[config.mk]
export PLATFORM = sky130hd
export DESIGN_NAME = sprite_fetch_ctrl
export DESIGN_NICKNAME = d
export VERILOG_FILES = /design/src/rtl/sprite_fetch_ctrl.sv
export SDC_FILE = /design/constraint.sdc
export NUM_CORES = 1
export LEC_CHECK = 0
export CAP_MARGIN = 15
export CORE_ASPECT_RATIO = 0.9
export CORE_MARGIN = 2
export CORE_UTILIZATION = 30
export DETAILED_ROUTE_END_ITERATION = 10
export GPL_TIMING_DRIVEN = 0
export PLACE_DENSITY = 0.72
export SLEW_MARGIN = 5
export SYNTH_ARGS = -nofsm -noshare
export SYNTH_HDL_FRONTEND = slang
export SYNTH_SLANG_ARGS = --single-unit
export TNS_END_PERCENT = 20
[constraint.sdc]
create_clock -name clk -period 4.04 [get_ports clk]
set_input_delay 0.404 -clock clk [delete_from_list [all_inputs] [get_ports clk]]
set_output_delay 0.404 -clock clk [all_outputs]
set_load 0.01 [all_outputs]
[src/rtl/sprite_fetch_ctrl.sv]
// sprite_fetch_ctrl
// Walks every sprite slot during horizontal blank, fetches the ROM row of each
// slot that covers the prepared scanline and writes its opaque pixels into the
// line buffer. Slots are visited in ascending order, so higher slots win.
//
// Ports
//   clk         single clock, rising edge
//   rst_n       synchronous active-low reset
//   line_start  one-cycle pulse that starts preparing next_line
//   next_line   scanline to prepare, captured with line_start
//   spr_en/x/y  per-slot enable, left X and top Y (held stable while busy)
//   rom_dx/dy   sprite ROM column/row address (0 outside FETCH)
//   rom_data    ROM palette index, one cycle after the address; 0 = transparent
//   lb_we/addr/data  line-buffer write port
//   busy        high while a line is in progress (including the DONE cycle)
//   done        one-cycle pulse when the line is complete
//   overrun     sticky flag: line_start arrived while busy
module sprite_fetch_ctrl #(
  parameter int NUM_SPR = 4,
  parameter int SPR_DIM = 24,
  parameter int LINE_W  = 640
) (
  input  logic                    clk,
  input  logic                    rst_n,
  input  logic                    line_start,
  input  logic [9:0]              next_line,
  input  logic [NUM_SPR-1:0]      spr_en,
  input  logic [NUM_SPR-1:0][9:0] spr_x,
  input  logic [NUM_SPR-1:0][9:0] spr_y,
  output logic [5:0]              rom_dx,
  output logic [5:0]              rom_dy,
  input  logic [7:0]              rom_data,
  output logic                    lb_we,
  output logic [9:0]              lb_addr,
  output logic [7:0]              lb_data,
  output logic                    busy,
  output logic                    done,
  output logic                    overrun
);

  localparam int SW = (NUM_SPR > 1) ? $clog2(NUM_SPR) : 1;

  typedef enum logic [2:0] {IDLE, CHECK, FETCH, DRAIN, DONE} state_t;

  state_t          state_reg, state_next;
  logic [9:0]      line_reg, line_next;
  logic [SW-1:0]   slot_reg, slot_next;
  logic [5:0]      dx_reg, dx_next;
  logic [5:0]      dy_reg, dy_next;
  logic            wr_pend_reg;
  logic [10:0]     wr_x_reg;
  logic            overrun_reg;

  logic [9:0]      cur_x, cur_y, diff;
  logic            cur_en, hit, last_slot;
  logic [10:0]     fetch_x;

  assign cur_x     = spr_x[slot_reg];
  assign cur_y     = spr_y[slot_reg];
  assign cur_en    = spr_en[slot_reg];
  // 10-bit wrap: sprites starting below the line produce a large difference
  // and therefore miss.
  assign diff      = line_reg - cur_y;
  assign hit       = cur_en && (diff < 10'(SPR_DIM));
  assign last_slot = (slot_reg == SW'(NUM_SPR - 1));
  // 11-bit sum so sprites hanging off the right edge are clipped, not wrapped.
  assign fetch_x   = {1'b0, cur_x} + {5'b0, dx_reg};

  always_comb begin
    state_next = state_reg;
    line_next  = line_reg;
    slot_next  = slot_reg;
    dx_next    = dx_reg;
    dy_next    = dy_reg;
    case (state_reg)
      IDLE: begin
        if (line_start) begin
          line_next  = next_line;
          slot_next  = '0;
          state_next = CHECK;
        end
      end
      CHECK: begin
        if (hit) begin
          dy_next    = diff[5:0];
          dx_next    = '0;
          state_next = FETCH;
        end else if (last_slot) begin
          state_next = DONE;
        end else begin
          slot_next  = slot_reg + SW'(1);
        end
      end
      FETCH: begin
        if (dx_reg == 6'(SPR_DIM - 1)) begin
          state_next = DRAIN;
        end else begin
          dx_next    = dx_reg + 6'd1;
        end
      end
      DRAIN: begin
        // The last column's write retires this cycle.
        if (last_slot) begin
          state_next = DONE;
        end else begin
          slot_next  = slot_reg + SW'(1);
          state_next = CHECK;
        end
      end
      DONE: begin
        state_next = IDLE;
      end
      default: begin
        state_next = IDLE;
      end
    endcase
  end

  always_ff @(posedge clk) begin
    if (!rst_n) begin
      state_reg   <= IDLE;
      line_reg    <= '0;
      slot_reg    <= '0;
      dx_reg      <= '0;
      dy_reg      <= '0;
      wr_pend_reg <= 1'b0;
      wr_x_reg    <= '0;
      overrun_reg <= 1'b0;
    end else begin
      state_reg   <= state_next;
      line_reg    <= line_next;
      slot_reg    <= slot_next;
      dx_reg      <= dx_next;
      dy_reg      <= dy_next;
      // Remember the target X of the column addressed this cycle; its ROM
      // data arrives next cycle.
      wr_pend_reg <= (state_reg == FETCH);
      wr_x_reg    <= fetch_x;
      overrun_reg <= overrun_reg | (line_start && busy);
    end
  end

  assign busy    = (state_reg != IDLE);
  assign done    = (state_reg == DONE);
  assign overrun = overrun_reg;
  assign rom_dx  = (state_reg == FETCH) ? dx_reg : 6'd0;
  assign rom_dy  = (state_reg == FETCH) ? dy_reg : 6'd0;
  assign lb_we   = wr_pend_reg && (rom_data != 8'd0) && (wr_x_reg < 11'(LINE_W));
  assign lb_addr = lb_we ? wr_x_reg[9:0] : 10'd0;
  assign lb_data = lb_we ? rom_data : 8'd0;

endmodule

==> metrics <==
register bit total from synthesis 40; CTS sink count 40; Avg Inst Size Synth 9.08 um^2; Top Ports 139; met3 WL 495 um; Max Used Layer met4; Setup crit start kind flip-flop; Post-Syn Nets 441; Clock Tree Buf Depth 2; clock network power share 38.1%; cts-stage hold buffer count 0; WL met1 3630 um; via count 2,818; CP required 4190 ps; Max Clock Freq 268 MHz; Setup Viol. Count Final 0; post-layout util 49.7%; Fillers 883; Die W 107 um; Sequential Power Share 35.2%; Reg clk slew, reported paths 90 ps; CP Data Arrival Time 3890 ps; nets@finish 585; Slowest-stage cell, CP dfxtp_1; Via-to-Cell Ratio 4.83; total power 1.20 mW; Switch Pwr 0.285 mW; PwrDens 261 nW/um^2; Multi-input gate area 1940 um^2; LEAKAGE 1.77 nW; # rows 33; initial antenna violation count 0; RSZ-0062 raised after global routing false; share of cells above drive strength 1 7.58%; Final Hold Violating Endpoints 0; Core Region 9210 um^2; Remaining DRCs 0; maximum vdd drop 0.228 mV; crit path time final 3740 ps; WL final 8390 um; max_slew headroom 58.3%; routability cong. 0.958; post-synthesis sequential area ratio 27.8%; DP Cell Count 577; period utilization 92.5%; synthesized cell area 2880 um^2; WS Path Type flip-flop to flip-flop; per-cell routed wire length 14.4 um; worst slew pin tran 625 ps; hold depth 2; Die ar. 10,400 um^2; Critical Path Sink Type flip-flop; Crit path top cell by count clkbuf_4; DR pass1 iterations 4; WHS 442 ps; crit-path max cell delay 450 ps; hpwl dp 7150 um; Non-Filler Instances 584; first-pass GRT wire length 13,800 um; n_diodes 0; Synth Warn # 0; Root Buffer clkbuf_8; worst reg-to-reg path cell count 14; sw frac 23.9%; critical-path cell list clkbuf_4 > clkbuf_4 > mux4_2 > ha_1 > inv_1 > fa_1 > a21o_1 > a41o_1 > nor4_1 > o32ai_1 > a2111oi_4 > buf_4 > mux2i_1 > nor2_1; All-Layer GR Usage 16.6%; CTS tree built; remaining antenna violation count 0; Starting Density 31.3%; clk_skew 7.14 ps; number of global-route vias before repair 2,863; clock latency on the worst-skew pair 290 ps; Syn-to-layout area delta 59.1%; TritonCTS Buffers 5; # H-tree levels 2; min-delay worst type flip-flop to flip-flop; commonest non-fill, non-tap cells in the layout 138 x clkdlybuf4s50_1, 40 x dfxtp_1, 33 x and2_1, 32 x nand2_1, 25 x a21oi_1; max cap viols 0; WL met2 4140 um; post-synthesis cell type count 44; commonest non-fill, non-tap cell in the layout clkdlybuf4s50_1; DR iter-0 viols 105; Max FO, Critical Path 10; largest net degree at the start of global routing 15; GRT overflow 0; synthesized instance count 317; combinational power share 26.7%; P_int 0.910 mW; input/output buffers 138; status completed; max reg flops 11; Register Area 801 um^2; die height 96.9 um; Max Transition Viols Final 0
logic make-up (layout without fill, tap and decap cells):
group / Yosys count / count (layout) / synth area share (%)
multiplexers: 27 / 27 / 18.8
flip-flops: 40 / 40 / 27.8
adder cells (fa/ha/maj): 19 / 19 / 8.78
XOR/XNOR: 16 / 16 / 4.87
buffers and inverters: 35 / 180 / 4.82
AO/OA/AOI/OAI: 50 / 50 / 11.4
AND/OR/NAND/NOR: 130 / 130 / 23.5
power by group through the flow:
| stage | logic (mW) | clock network [mW] | registers [mW] |
|---|---|---|---|
| after floorplan | 0.176 | 0 | 0.428 |
| after global placement | 0.313 | 0 | 0.430 |
| after detailed placement | 0.322 | 0 | 0.430 |
| after CTS | 0.323 | 0.463 | 0.421 |
| after global routing | 0.350 | 0.482 | 0.424 |
| final | 0.320 | 0.455 | 0.421 |
per-layer routing:
metal,vias to the layer above,track usage [%]
met5,-,0
li1,1417,-
met4,0,4.40
met3,9,2.83
met2,90,28.7
met1,1302,21.3
synthesized netlist by cell type:
master | instances | area share, %
a2111oi_0 | 1 | 0.30
and2_1 | 33 | 7.2
o32ai_1 | 1 | 0.30
dfxtp_1 | 40 | 28
clkbuf_1 | 11 | 1.4
nand2b_1 | 2 | 0.43
nand3_1 | 9 | 1.6
nor2_1 | 20 | 2.6
o211a_1 | 1 | 0.35
xor2_1 | 9 | 2.7
or3_1 | 2 | 0.43
or3_4 | 1 | 0.39
a21o_1 | 6 | 1.6
a2111oi_4 | 1 | 0.96
nand2_1 | 32 | 4.2
mux2_2 | 1 | 0.39
or2_2 | 1 | 0.22
xnor2_1 | 7 | 2.1
a21boi_0 | 1 | 0.26
buf_1 | 1 | 0.13
o22ai_1 | 1 | 0.22
and4b_1 | 1 | 0.35
nor2b_1 | 7 | 1.5
mux4_1 | 2 | 1.8
nor3_1 | 9 | 1.6
ha_1 | 17 | 7.4
inv_1 | 21 | 2.7
a41o_1 | 1 | 0.35
nand4_1 | 3 | 0.65
a21oi_1 | 25 | 4.3
fa_1 | 2 | 1.4
nor4_1 | 3 | 0.65
mux2i_1 | 5 | 1.7
o2111ai_1 | 2 | 0.61
o21bai_1 | 1 | 0.26
a211oi_1 | 4 | 1.0
nand3b_1 | 1 | 0.26
mux4_2 | 19 | 15
and3b_1 | 1 | 0.30
and4_1 | 1 | 0.30
o21ai_0 | 5 | 0.87
clkinv_1 | 1 | 0.13
buf_6 | 1 | 0.39
and3_1 | 4 | 0.87
area by class of cell:
| class | count | area share [%] |
|---|---|---|
| multi-input combinational | 242 | 42.3 |
| timing repair buffer | 139 | 30.3 |
| sequential | 40 | 17.5 |
| tap | 122 | 3.33 |
| clock inverter | 3 | 1.97 |
| inverter | 22 | 1.80 |
| clock buffer | 5 | 1.50 |
| buffer | 11 | 1.23 |
per-stage QoR:
step           worst slack [ps]  setup TNS (ps)  cell area [um^2]
6_report                    303               0              4580
2_1_floorplan              23.9               0              2880
3_3_place_gp               -677           -8900              4410
3_5_place_dp               -756          -10120              4410
4_1_cts                     143               0              4580
5_1_grt                    58.4               0              4580
final timing paths:
kind | startpoint | slack [ps] | endpoint
worst min-delay path | dy_reg[5] | 440 | dy_reg[5]
worst max-delay path | slot_reg[1] | 300 | dy_reg[1]
worst max register to register | slot_reg[1] | 300 | dy_reg[1]
worst min register to register | dy_reg[5] | 440 | dy_reg[5]
worst max-delay path: cells and delay by family (launching register included):
kind / cells / cell delay [ps]
AND/OR/NAND/NOR: 2 / 240
adder cells (fa/ha/maj): 2 / 560
flip-flops: 1 / 450
AO/OA/AOI/OAI: 4 / 1050
buffers and inverters: 4 / 900
multiplexers: 2 / 410
repair_timing:
item | CTS | global route
pin swaps | 1 | 0
setup endpoints to repair | 17 | 9
setup buffers | 1 | 0
gates resized for setup | 2 | 3
No activity file was read; power rests on OpenSTA's default activity.
